## src/rtl/pkg_cpu.sv

```systemverilog
// pkg_cpu: shared ALU opcode, shifter kind, flag positions and ALU I/O structs
package pkg_cpu;
    typedef enum logic [3:0] {
        ALU_ADD, ALU_ADC, ALU_SUB, ALU_SBC,
        ALU_AND, ALU_ORR, ALU_XOR, ALU_NOT,
        ALU_LSL, ALU_LSR, ALU_ASR, ALU_ROL,
        ALU_ROR, ALU_CPY, ALU_SEXTB, ALU_SEXTH
    } AluOper;
    // Shift kinds line up with the low three opcode bits of LSL..ROR
    typedef enum logic [2:0] {SH_LSL, SH_LSR, SH_ASR, SH_ROL, SH_ROR} ShiftKind;
    localparam int FlagZ = 0;
    localparam int FlagC = 1;
    localparam int FlagV = 2;
    localparam int FlagN = 3;
    typedef struct packed {
        logic [31:0] a;
        logic [31:0] b;
        AluOper      oper;
        logic [3:0]  flags;
    } StrcInAlu;
    typedef struct packed {
        logic [31:0] result;
        logic [3:0]  flags;
    } StrcOutAlu;
endpackage

```

## src/rtl/alu_shifter.sv

```systemverilog
// alu_shifter: combinational LSL/LSR/ASR, plus ROL/ROR when CPU_ALU_ROTATE_EN is defined
module alu_shifter
    import pkg_cpu::*;
(
    input  logic [31:0] value,
    input  logic [4:0]  amount,
    input  ShiftKind    kind,
    input  logic        carry_in,
    output logic [31:0] result,
    output logic        carry_out
);
    logic [32:0] lsl, lsr, asr;
    // Extra bit catches the last bit shifted out
    assign lsl = {1'b0, value} << amount;
    assign lsr = {value, 1'b0} >> amount;
    assign asr = $signed({value, 1'b0}) >>> amount;
`ifdef CPU_ALU_ROTATE_EN
    logic [31:0] rol, ror;
    assign rol = (value << amount) | (value >> (6'd32 - {1'b0, amount}));
    assign ror = (value >> amount) | (value << (6'd32 - {1'b0, amount}));
`endif
    always_comb begin
        result = value;
        carry_out = carry_in;
        if (amount != 5'd0) begin
            case (kind)
                SH_LSL: {carry_out, result} = lsl;
                SH_LSR: {result, carry_out} = lsr;
                SH_ASR: {result, carry_out} = asr;
`ifdef CPU_ALU_ROTATE_EN
                SH_ROL: {result, carry_out} = {rol, rol[0]};
                SH_ROR: {result, carry_out} = {ror, ror[31]};
`endif
                default: ;
            endcase
        end
    end
endmodule

```

## src/rtl/alu.sv

```systemverilog
// alu: registered single-cycle 32-bit ALU; CPU_ALU_ROTATE_EN enables ROL/ROR (else they copy a)
module alu
    import pkg_cpu::*;
(
    input  logic        clk,
    input  logic        rst,
    input  logic        in_valid,
    input  logic [31:0] a,
    input  logic [31:0] b,
    input  logic [3:0]  oper,
    input  logic [3:0]  flags_in,
    output logic        out_valid,
    output logic [31:0] result,
    output logic [3:0]  flags_out
);
    StrcInAlu    in_s;
    StrcOutAlu   nxt, out_q;
    logic [31:0] eff_b, sh_res;
    logic [32:0] sum;
    logic        add_cin, sh_c, c, v, unused_flags;
    assign in_s = '{a: a, b: b, oper: AluOper'(oper), flags: flags_in};
    assign unused_flags = ^{in_s.flags[FlagZ], in_s.flags[FlagN]};
    assign eff_b = in_s.oper inside {ALU_SUB, ALU_SBC} ? ~in_s.b : in_s.b;
    assign add_cin = in_s.oper == ALU_ADD ? 1'b0 : in_s.oper == ALU_SUB ? 1'b1 : in_s.flags[FlagC];
    assign sum = {1'b0, in_s.a} + {1'b0, eff_b} + {32'd0, add_cin};
    alu_shifter u_shifter (
        .value     (in_s.a),
        .amount    (in_s.b[4:0]),
        .kind      (ShiftKind'(oper[2:0])),
        .carry_in  (in_s.flags[FlagC]),
        .result    (sh_res),
        .carry_out (sh_c)
    );
    always_comb begin
        nxt.result = in_s.a;
        c = in_s.flags[FlagC];
        v = in_s.flags[FlagV];
        case (in_s.oper)
            ALU_ADD, ALU_ADC, ALU_SUB, ALU_SBC: begin
                nxt.result = sum[31:0];
                c = sum[32];
                v = (in_s.a[31] == eff_b[31]) && (sum[31] != in_s.a[31]);
            end
            ALU_AND:   nxt.result = in_s.a & in_s.b;
            ALU_ORR:   nxt.result = in_s.a | in_s.b;
            ALU_XOR:   nxt.result = in_s.a ^ in_s.b;
            ALU_NOT:   nxt.result = ~in_s.a;
`ifdef CPU_ALU_ROTATE_EN
            ALU_LSL, ALU_LSR, ALU_ASR, ALU_ROL, ALU_ROR: {nxt.result, c} = {sh_res, sh_c};
`else
            ALU_LSL, ALU_LSR, ALU_ASR: {nxt.result, c} = {sh_res, sh_c};
`endif
            ALU_CPY:   nxt.result = in_s.b;
            ALU_SEXTB: nxt.result = {{24{in_s.a[7]}}, in_s.a[7:0]};
            ALU_SEXTH: nxt.result = {{16{in_s.a[15]}}, in_s.a[15:0]};
            default: ;
        endcase
        nxt.flags[FlagZ] = nxt.result == 32'd0;
        nxt.flags[FlagC] = c;
        nxt.flags[FlagV] = v;
        nxt.flags[FlagN] = nxt.result[31];
    end
    always_ff @(posedge clk) begin
        if (rst) begin
            out_valid <= 1'b0;
            out_q <= '0;
        end else begin
            out_valid <= in_valid;
            if (in_valid) out_q <= nxt;
        end
    end
    assign result = out_q.result;
    assign flags_out = out_q.flags;
endmodule

```

## config.mk

```make
export PLATFORM = sky130hd
export DESIGN_NAME = alu
export DESIGN_NICKNAME = d
export VERILOG_FILES = /design/src/rtl/pkg_cpu.sv /design/src/rtl/alu_shifter.sv /design/src/rtl/alu.sv
export SDC_FILE = /design/constraint.sdc
export NUM_CORES = 1
export LEC_CHECK = 0
export ABC_AREA = 1
export CAP_MARGIN = 20
export CORE_ASPECT_RATIO = 0.8
export CORE_MARGIN = 10
export CORE_UTILIZATION = 65
export CTS_BUF_LIST = sky130_fd_sc_hd__clkbuf_8
export DETAILED_ROUTE_END_ITERATION = 10
export PLACE_DENSITY = 0.92
export REMOVE_ABC_BUFFERS = 1
export SLEW_MARGIN = 5
export SYNTH_ARGS = -nofsm -noshare
export SYNTH_HDL_FRONTEND = slang
export SYNTH_HIERARCHICAL = 1
export SYNTH_SLANG_ARGS = --single-unit
export TNS_END_PERCENT = 5
```

## constraint.sdc

```tcl
create_clock -name clk -period 9.8 [get_ports clk]
set_input_delay 1.47 -clock clk [delete_from_list [all_inputs] [get_ports clk]]
set_output_delay 1.47 -clock clk [all_outputs]
set_load 0.02 [all_outputs]
```

==> run summary <==
Worst EP arrival: 6150 ps
setup violators final: 0
final hold vios: 0
pre-CTS WS: 3800 ps
CTS sink count: 36
syn avg cell area: 5.16 um^2
synth warn: 6
via/cell ratio: 6.29
PortBufs: 109
clk slew on worst S/H paths: 80 ps
CTS Buffer Depth: 2
max-slew violations: 0
initial antenna violation count: 0
clk_lat worst skew: 310 ps
I/O pin cnt: 112
min Tclk post-route: 5930 ps
DR DRC count: 0
vias in the first global route: 13420
Final Worst Setup Slack: 3870 ps
Final Power: 1.00 mW
# resized after CTS: 0
Final HPWL DP: 35.0 mm
cell chain of the critical path: clkdlybuf4s50_1, nor2_2, buf_4, inv_1, o21ai_0, o21ai_0, fa_1, inv_1, fa_1, inv_1, nand3_1, nand3_1, nand2_1, nand2_1, or2_2, nand2_1, nand3_1, nor2_1, nand2_1, nor3_1, nand4_1, a21oi_1
asr flop ratio synth: 0
period utilisation layout: 0.605
largest net degree at the start of global routing: 73
layout cells sized above 1: 0.0429
CTS Hold Bufs: 0
register area share after synthesis: 0.0625
buffer count from post-CTS setup fixing: 0
first-pass GRT wire length: 70.2 mm
Max H-tree Level: 2
number of cells produced by synthesis: 2232
Crit path max-delay family: simple AND/OR/NAND/NOR gates
Distinct cells, synth: 43
nets: 2433
Synth-to-Final Area Change: 8.60%
number of synthesized flops with an enable pin: 0
Crit Path Max Fanout: 33
Synth top area share: 0.241
chip height: 139 um
Max-Cap Viols: 0
crit path launch type: input port
outcome: complete, no violations
HP Class: reg2reg
Synth area leader: nand2_1
Peak VDD IR: 0.0956 mV
Yosys reg bits: 36
total number of vias: 15640
Die ar.: 23500 um^2
Mapped Area: 11500 um^2
Routed WL: 45.7 mm
Overflow after GRT: 0
Worst Setup End Kind: flop
RePlAce Congestion: 1.07
leak pwr: 6.79 nW
most frequent CP cell: nand2_1
normalized max-slew margin: 0.208
Synth area leaders: nand2_1 24%, nand3_1 19%, ha_1 10%
Pwr Density: 80.1 nW/um^2
CTS root buf: clkbuf_8
initial core utilization: 0.663
Max Freq: 169 MHz
slowest CP cell: clkdlybuf4s50_1
Die Width: 169 um
setup TNS: 0 ps
Most used DFF post-synth: dfxtp_1
post-detailed-route count of antenna-violating nets: 0
CTS buffer count: 5
CTS tree: done
Layout Skew: 0 ps
Initial DRT Pass Iterations: 7
Detailed Route Iter0 Violations: 2723
drt wl/cell: 18.4 um
Crit Path Class: in2reg
# diodes: 0
Global Route Usage Sum: 0.359
core area: 17400 um^2
CP Data Required Time: 10030 ps
Rows: 43
Hold WS: 471 ps
RSZ-0062 raised after global routing: no
# placed instances: 2479
worst path bufs/invs: 5
worst stage delay on the critical path: 540 ps
Worst-Margin Slew: 1190 ps
fin cells: 2487
layer usage:
metal	vias up	wire length [um]	GRT usage
li1	7259	-	-
met1	6914	17800	0.484
met2	1277	18100	0.512
met3	190	7760	0.121
met4	0	1990	0.138
met5	-	0	0
kinds of logic (layout without fill, tap and decap cells):
kind of cell	count (synthesis)	after routing	share of synthesized area
DFF	36	36	0.0625
buffers and inverters	387	417	0.145
and+or+nand+nor	1493	1493	0.572
AOI/OAI and AO/OA	187	187	0.0894
adders and majority gates	97	97	0.107
xor gates and xnor gates	32	32	0.0243
cell usage after synthesis (4+ instances only):
cell type	count
a21oi_1	39
and2_1	5
buf_1	5
buf_2	47
buf_4	10
buf_6	11
clkbuf_1	27
dfxtp_1	36
ha_1	95
inv_1	275
inv_2	6
nand2_1	740
nand2_2	18
nand2_4	10
nand3_1	443
nand3_2	13
nand3b_1	10
nand4_1	30
nor2_1	183
nor2_2	7
nor3_1	16
nor4_1	11
o211ai_1	12
o21ai_0	97
o21ai_1	21
o21ai_2	4
o22ai_1	4
or2_2	4
xor2_1	32
layout by cell type, fill, tap and decap left out, types with 6 or more instances in the layout:
master           count
nand2_1            740
nand3b_1            10
nand2_4             10
nor3_1              16
o211ai_1            12
nor4_1              11
inv_1              276
nand3_1            443
dfxtp_1             36
nor2_2              10
xor2_1              32
o21ai_1             21
a21oi_1             39
ha_1                95
o21ai_0             97
nand4_1             30
inv_2                6
nand3_2             13
clkdlybuf4s50_1    106
buf_4               15
nand2_2             18
nor2_1             180
worst register-to-register path, stage by stage (launching register included):
cell and delay, ps:
dfxtp_1 360, nor2_1 50, nor2_1 100, o21ai_0 130
inv_1 100
path summary, 6_finish.rpt:
path	endpoint	slack, ps	from	cells past startpoint
max	flags_out[0]	3870	oper[2]	22
max reg2reg	result[29]	9010	result[29]	4
min	flags_out[0]	470	flags_out[0]	2
min reg2reg	flags_out[0]	470	flags_out[0]	2
area by class of cell:
type                            instances  area [um^2]
Multi-Input combinational cell       1809         9140
Timing Repair Buffer                  124         1190
Sequential cell                        36          721
Fill cell                            1640         4860
Clock buffer                            5         68.8
Tap cell                              225          282
Clock inverter                          3         38.8
Inverter                              285         1080
flip-flops by register name, summed over array words and instances, names as in the netlist:
name and flops:
result 32, flags_out 3, out_valid 1
report_power, final:
| group | internal, mW | switching (mW) |
|---|---|---|
| Sequential | 0.159 | 0.00731 |
| Clock | 0.0748 | 0.0691 |
| Combinational | 0.226 | 0.467 |
metrics by stage:
step / utilization / area, um^2
after detailed placement: 0.714 / 12400
after CTS: 0.720 / 12500
after global routing: 0.720 / 12500
final: 0.720 / 12500
after global placement: 0.714 / 12400
after floorplan: - / 10900
Note: power is estimated with default switching activity, not from simulation.
